## src/rtl/hamming_encoder_tx.sv

```systemverilog
// hamming_encoder_tx
//
// Transmit stage for the serial extended-Hamming link. Nibbles arrive over a
// valid/ready handshake and are queued in a small circular FIFO. Each queued
// nibble is encoded into an 8-bit codeword {c7,c6,c5,c4,c3,c2,c1,c0} and
// shifted out LSB first, one bit per cycle, with a per-bit enable strobe.
//
// Parameters
//   FIFO_DEPTH : nibble buffer depth, power of two, >= 2
//   GAP_CYCLES : idle cycles (dout_en = 0) between codewords, 0 = back-to-back
//
// Ports
//   clk       : clock, rising edge
//   reset     : asynchronous reset, active low
//   din       : data nibble
//   din_valid : din is valid
//   din_ready : FIFO not full; a transfer happens when din_valid & din_ready
//   dout      : serial codeword bit (registered, 0 when dout_en = 0)
//   dout_en   : dout carries a codeword bit this cycle (registered)
//   busy      : FSM not idle or FIFO non-empty

module hamming_encoder_tx #(
    parameter int unsigned FIFO_DEPTH = 4,
    parameter int unsigned GAP_CYCLES = 1
) (
    input  logic       clk,
    input  logic       reset,
    input  logic [3:0] din,
    input  logic       din_valid,
    output logic       din_ready,
    output logic       dout,
    output logic       dout_en,
    output logic       busy
);

    localparam int unsigned PtrW = $clog2(FIFO_DEPTH);
    localparam int unsigned CntW = PtrW + 1;
    localparam int unsigned GapW = (GAP_CYCLES > 0) ? $clog2(GAP_CYCLES + 1) : 1;

    typedef enum logic [1:0] {
        StIdle,
        StShift,
        StGap
    } state_e;

    // Extended Hamming encoding: c1..c4 carry d[3]..d[0], c0 is even overall parity.
    function automatic logic [7:0] encode(input logic [3:0] d);
        logic c1, c2, c3, c4, c5, c6, c7, c0;
        c1 = d[3];
        c2 = d[2];
        c3 = d[1];
        c4 = d[0];
        c5 = c1 ^ c3 ^ c4;
        c6 = c1 ^ c2 ^ c3;
        c7 = c2 ^ c3 ^ c4;
        c0 = c1 ^ c2 ^ c3 ^ c4 ^ c5 ^ c6 ^ c7;
        return {c7, c6, c5, c4, c3, c2, c1, c0};
    endfunction

    // FIFO storage and bookkeeping
    logic [3:0]      mem [FIFO_DEPTH];
    logic [PtrW-1:0] wr_ptr;
    logic [PtrW-1:0] rd_ptr;
    logic [CntW-1:0] count;
    logic            push;
    logic            pop;
    logic [7:0]      head_cw;

    // Serializer state
    state_e          state;
    logic [6:0]      shreg;   // remaining bits cw[7:1], next bit in [0]
    logic [2:0]      bitcnt;
    logic [GapW-1:0] gapcnt;

    assign din_ready = (count != CntW'(FIFO_DEPTH));
    assign push      = din_valid & din_ready;
    assign busy      = (state != StIdle) || (count != '0);
    assign head_cw   = encode(mem[rd_ptr]);

    // A pop is exactly a codeword load; it happens wherever the FSM may start a new word.
    always_comb begin
        pop = 1'b0;
        if (count != '0) begin
            case (state)
                StIdle:  pop = 1'b1;
                StShift: pop = (bitcnt == 3'd7) && (GAP_CYCLES == 0);
                StGap:   pop = (gapcnt == GapW'(1));
                default: pop = 1'b0;
            endcase
        end
    end

    always_ff @(posedge clk) begin
        if (push) begin
            mem[wr_ptr] <= din;
        end
    end

    always_ff @(posedge clk or negedge reset) begin
        if (!reset) begin
            wr_ptr <= '0;
            rd_ptr <= '0;
            count  <= '0;
        end else begin
            if (push) begin
                wr_ptr <= wr_ptr + PtrW'(1);
            end
            if (pop) begin
                rd_ptr <= rd_ptr + PtrW'(1);
            end
            case ({push, pop})
                2'b10:   count <= count + CntW'(1);
                2'b01:   count <= count - CntW'(1);
                default: count <= count;
            endcase
        end
    end

    always_ff @(posedge clk or negedge reset) begin
        if (!reset) begin
            state   <= StIdle;
            shreg   <= '0;
            bitcnt  <= '0;
            gapcnt  <= '0;
            dout    <= 1'b0;
            dout_en <= 1'b0;
        end else if (pop) begin
            state   <= StShift;
            shreg   <= head_cw[7:1];
            dout    <= head_cw[0];
            dout_en <= 1'b1;
            bitcnt  <= '0;
        end else begin
            case (state)
                StIdle: begin
                    dout    <= 1'b0;
                    dout_en <= 1'b0;
                end
                StShift: begin
                    if (bitcnt != 3'd7) begin
                        shreg  <= {1'b0, shreg[6:1]};
                        dout   <= shreg[0];
                        bitcnt <= bitcnt + 3'd1;
                    end else if (GAP_CYCLES > 0) begin
                        state   <= StGap;
                        gapcnt  <= GapW'(GAP_CYCLES);
                        dout    <= 1'b0;
                        dout_en <= 1'b0;
                    end else begin
                        // Last bit sent and nothing queued
                        state   <= StIdle;
                        dout    <= 1'b0;
                        dout_en <= 1'b0;
                    end
                end
                StGap: begin
                    if (gapcnt != GapW'(1)) begin
                        gapcnt <= gapcnt - GapW'(1);
                    end else begin
                        state <= StIdle;
                    end
                    dout    <= 1'b0;
                    dout_en <= 1'b0;
                end
                default: begin
                    state   <= StIdle;
                    dout    <= 1'b0;
                    dout_en <= 1'b0;
                end
            endcase
        end
    end

endmodule
```

## config.mk

```make
export PLATFORM = sky130hd
export DESIGN_NAME = hamming_encoder_tx
export DESIGN_NICKNAME = d
export VERILOG_FILES = /design/src/rtl/hamming_encoder_tx.sv
export SDC_FILE = /design/constraint.sdc
export NUM_CORES = 1
export LEC_CHECK = 0
export ABC_AREA = 1
export ABC_CLOCK_PERIOD_IN_PS = 5240
export CAP_MARGIN = 20
export CORE_ASPECT_RATIO = 1.2
export CORE_MARGIN = 5
export CORE_UTILIZATION = 55
export DETAILED_ROUTE_END_ITERATION = 10
export PLACE_DENSITY = 0.74
export RECOVER_POWER = 25
export SYNTH_ARGS = -nofsm -noshare
export SYNTH_HDL_FRONTEND = slang
export SYNTH_SLANG_ARGS = --single-unit
```

## constraint.sdc

```tcl
create_clock -name clk -period 5.24 [get_ports clk]
set_clock_uncertainty 0.05 [all_clocks]
set_input_delay 1.572 -clock clk [delete_from_list [all_inputs] [get_ports clk]]
set_output_delay 1.572 -clock clk [all_outputs]
set_load 0.01 [all_outputs]
```

### After elaboration in Yosys (flattened, before gate mapping)

Memories as Yosys holds them, arrays and structs flattened.
Cells that the tools add are included.

* bits in registers: 22
* output and inout bits: 4
* memories kept: 1
* RAM bits: 16
* word-level logic and storage cells: 73
* bits of input ports: 7

* mux-type cells: 24
* equality and inequality tests: 10
* add/subtract/negate cells: 6
* reductions and logical operators: 11
* bitwise operators: 12

Memories
* mem: words 4, width 4, rd ports 1, clocked after memory_dff 0, write ports 1, line 61 `logic [3:0] mem [FIFO_DEPTH];`

Operators by type and width (number)
* 2-to-1 mux 7 bit: 3
* inequality test 3 bit (second input constant): 4
* 2-to-1 mux 1 bit: 11
* nonzero test 2 bit: 5
* XOR 1 bit: 10
* 2-to-1 mux 3 bit: 3
* adder 3 x 1 -> 3 bit (second input constant): 2
* 2-to-1 mux 2 bit: 3
* one-hot mux 2 bit (3 select lines): 1
* one-hot mux 3 bit (2 select lines): 1
* AND reduction 3 bit: 2
* adder 2 x 1 -> 2 bit (second input constant): 2
* == test 2 x 1 -> 1 bit (second input constant): 2
* == test 2 bit (second input constant): 2
* inequality test 2 bit (second input constant): 2
* one-hot mux 1 bit (2 select lines): 2
* nonzero test 3 bit: 1
* subtractor 3 x 1 -> 3 bit (second input constant): 1
* zero test 2 bit: 1
* AND reduction 2 bit: 1
* AND 1 bit: 1
* logical OR 1 bit: 1
* inverter 1 bit: 1
* subtractor 1 bit (second input constant): 1

### Logic depth before layout (Yosys ltp)

An unclocked memory read counts as a cell.

* word-level depth: 8
* gate-level depth with buffers: 12
* mapped depth without buffers: 11

### Worst setup path before layout

OpenSTA, ideal clock, no wires.

* path type: input-to-reg
* start point: input port din_valid
* end point: register count[2]
* stages on the path: 6
* arrival time: 2.692 ns
* setup time: 0.131 ns
* path buffers: 0
* required time: 5.059 ns
* setup slack: 2.368 ns
* cells stage by stage: nand2_1 ha_1 fa_1 a21oi_1 o21ai_0 xor2_1

* longest elaborated chain between the ends: 3
* elaborated cells between the ends (all ways): 5
* classes of those cells: eq/ne (2); mux (1); bitwise (1); reduce/logical (1)

RTL lines
* start, declared: line 29 `input logic din_valid,`
* AND 1 bit *: line 76 `assign push = din_valid & din_ready;`
* == test 2 x 1 -> 1 bit / == test 2 bit (equally long branches): line 111 `case ({push, pop})`
* one-hot mux 3 bit (2 select lines) / nonzero test 2 bit (equally long branches)
* end signal, assigned: line 112 `2'b10: count <= count + CntW'(1);`
* end signal, assigned: line 113 `2'b01: count <= count - CntW'(1);`
* end signal, assigned: line 114 `default: count <= count;`
* end, declared: line 64 `logic [CntW-1:0] count;`

Mark *: on every way between the ends. The rest lies on a longest branch, timed or not.
A chain may end at the register's enable or synchronous reset.

### Worst setup path in the final report

* start point: register state[0]
* end point: output port busy

* longest elaborated chain between the ends: 2

RTL lines
* start, declared: line 70 `state_e state;`
* start signal, assigned: line 121 `state <= StIdle;`
* start signal, assigned: line 128 `state <= StShift;`
* start signal, assigned: line 145 `state <= StGap;`
* nonzero test 2 bit: line 77 `assign busy = (state != StIdle) || (count != '0);`
* logical OR 1 bit: line 77
* end, declared: line 33 `output logic busy`

Every way passes these cells.

==> results.txt <==
- The critical path is of the register to output port type.
* CTS Buf Count: 5
- Number of instances resized during post-cts repair: 0
* Site row count: 23
- Placeable core area: 0.00340 mm^2
- Floorplan die area: 0.00489 mm^2
- Subtracting the final worst setup slack from the clock period gives 3.81 ns.
- GPL Wtd Cong: 0.770
- Cell Pwr Density: 627 mW/mm^2
- In this run the number of H-tree levels came out at 2.
- The initial utilization of the core area, before any placement, comes to 0.581.
* Wirelength per Cell: 11.6 um
- Finished layout cell area: 0.00216 mm^2
- Yosys instantiated no cell more often than nand2_1.
- Number of pins with negative max-slew slack in the final report: 0
* Flip-flop and latch count after synthesis: 38
- Fraction of registers with async set/reset: 0.579
- IR analysis of the VDD net gives a maximum drop of 311 uV.
- Proportion of synthesized chip area in sequential cells: 0.523
* Buffer depth of the longest clock path: 2
- Entering global routing, the biggest net connects 23 pins.
* Status: finished, final reports clean
* DRC marker count from the first detailed-route iteration: 62
- Input and output buffers added on the ports amount to 10.
- Relative slew slack: 0.586
* Post-cts hold buffer count: 0
- In the finished design, the share of the clock period the worst path needs comes to 0.727.
- Measured along the y axis, the die boundary spans 75.6 um.
* Num Clock Sinks: 38
- The cell area that synthesis handed to floorplanning was 0.00197 mm^2.
* Die extent in x: 64.7 um
- Post-detailed-placement half-perimeter wirelength: 2.38 mm
- Class of the worst hold path: register to register
* Number of DRC violations after detailed routing: 0
* Via count: 1404
- Post-DP Area: 0.00207 mm^2
* CTS tree: done
- Synthesis instantiated 24 different standard cells from the library.
- Data arrival at the endpoint of the critical path: 2.19 ns
- The tool flagged a number of max-cap violations equal to 0.
- Setup repair after global routing left no endpoint under its margin.
- The analysis attributes to cell leakage a power of 1.05 nW.
- Derived from the worst setup path, the maximum achievable clock frequency is 0.262 GHz.
- The initial antenna violation count came to 0.
* Final setup viols: 0
* Mean cell area of the mapped netlist: 8.97 um^2
- Top cell type's share of synthesized area: 0.279
- The root buffer cell chosen for the clock tree is clkbuf_8.
- The area growth from synthesis to layout is 9.57%.
- Total setup buffers inserted after CTS: 0
- Total inserted antenna cells: 0
- Wire length of the first global-routing pass: 5.21 mm
- I/O pin cnt: 11
* Vias in the first global route: 1239
* Critical Path End Type: output port
- Total power of the final layout: 1.36 mW
- Data on the critical path is required at its endpoint by 3.62 ns.
* Synthesized instance count: 220
* Congestion Overflow GR: 0
- Slew at the pin closest to its max-slew limit: 0.619 ns
* Final #Nets: 251
- Slack of the worst reg-to-reg path: 2.51 ns
* Worst skew pair latency: 0.29 ns
- Top fanout value on the critical path: 20
- Using the TritonRoute via totals, the vias-per-cell ratio works out to 5.18.
- In the final layout, the share of cells above drive strength 1 is 0.0812.
- Yosys printed 0 warnings.
* Top cells by area in the synthesized netlist: dfrtp_1, edfxtp_1, nand2_1
- The first detailed-routing pass took 4 iterations.
* Post-synth net total: 238
- The worst setup path is launched from a register.
- Most numerous cell types in the synthesized netlist: nand2_1, nand3_1, inv_1
- Number of nets with antenna violations after detailed routing: 0
* Total Wirelength: 3.13 mm
- For the final routed database, the setup TNS stands at 0 ns.
- Area leader, netlist: dfrtp_1
- The most used flip-flop cell after synthesis is dfrtp_1.
- Number of enable flip-flop cells after synthesis: 16
- Global router's overall resource usage: 0.145
- CTS clk-pin slew, worst paths: 0.07 ns
* Final Hold Violating Endpoints: 0
[final timing paths]
path / startpoint / endpoint / cells after the start
hold reg to reg: gapcnt / gapcnt / 2
setup reg to reg: state[0] / count[2] / 11
max in group asynchronous: reset / shreg[1] / 2
hold / removal: gapcnt / gapcnt / 2
setup / recovery: state[0] / busy / 7
min in group asynchronous: reset / shreg[3] / 1
[kinds of logic (layout without fill, tap and decap cells)]
| family | Yosys count | after routing | share of synthesized area |
|---|---|---|---|
| AOI/OAI and AO/OA | 13 | 13 | 0.0342 |
| muxes | 1 | 1 | 0.00571 |
| and+or+nand+nor | 122 | 122 | 0.273 |
| adders and majority gates | 11 | 11 | 0.0736 |
| xor gates and xnor gates | 4 | 4 | 0.0178 |
| DFF | 38 | 38 | 0.523 |
| buffers and inverters | 31 | 45 | 0.0729 |
[cell type report]
type | count | area, um^2
fill | 295 | 1230
clock buffer | 6 | 72.6
sequential | 38 | 1030
clock inverter | 2 | 8.76
multi-input combinational | 151 | 778
tap | 37 | 46.3
timing repair buffer | 11 | 128
inverter | 26 | 97.6
[worst max-delay path: stages, from the launching register on]
cell and delay, ns:
dfrtp_1 0.40, inv_1 0.09, ha_1 0.17, inv_1 0.06, nand2_1 0.06, nand2_1 0.37, nand2_1 0.20, clkdlybuf4s50_1 0.55
[cells in the final DEF (no fill, tap or decap)]
cell type | Yosys | final
clkbuf_8 | 0 | 5
buf_16 | 0 | 1
nand3_1 | 25 | 27
o21ai_1 | 2 | 1
inv_2 | 3 | 2
inv_1 | 23 | 24
clkbuf_1 | 0 | 1
xnor2_1 | 1 | 1
dfrtp_1 | 22 | 22
nand2_2 | 8 | 7
nor2_1 | 15 | 15
nand4_1 | 2 | 2
edfxtp_1 | 16 | 16
nor2_2 | 2 | 2
clkinv_1 | 0 | 1
dlygate4sd3_1 | 0 | 2
o21ai_0 | 3 | 4
fa_1 | 1 | 1
a21oi_1 | 6 | 6
clkinv_2 | 0 | 1
clkdlybuf4s50_1 | 0 | 8
xor2_1 | 3 | 3
mux2_2 | 1 | 1
ha_1 | 10 | 10
nand2_1 | 68 | 69
o22ai_1 | 2 | 2
[power breakdown]
part,leakage [nW],total [mW],switching [mW],internal [mW]
clock,0.0426,0.184,0.0927,0.0913
sequential,0.409,0.498,0.0736,0.424
combinational,0.599,0.673,0.419,0.254
total,1.05,1.36,0.585,0.770
[routing by layer]
| metal | routed length [um] | vias to the layer above | global-route usage |
|---|---|---|---|
| met2 | 1580 | 20 | 0.256 |
| met3 | 107 | 4 | 0.0442 |
| met1 | 1390 | 654 | 0.155 |
| met4 | 55 | 0 | 0.0845 |
| li1 | - | 726 | - |
| met5 | 0 | - | 0 |
[sequential cells by signal (all words and copies together), names as in the netlist]
register / count
mem: 16
shreg: 7
bitcnt: 3
count: 3
rd_ptr: 2
state: 2
wr_ptr: 2
dout: 1
dout_en: 1
gapcnt: 1
[stage by stage]
stage | setup slack, ns | hold WS, ns | util | std cells
5_1_grt | 1.26 | 0.453 | 0.637 | 271
4_1_cts | 1.33 | 0.438 | 0.634 | 270
3_5_place_dp | 1.66 | 0.419 | 0.611 | 262
3_3_place_gp | 1.73 | 0.416 | 0.611 | 262
6_report | 1.43 | 0.430 | 0.637 | 271
2_1_floorplan | 2.37 | 0.397 | - | 220
(Power assumes the default switching activity.)
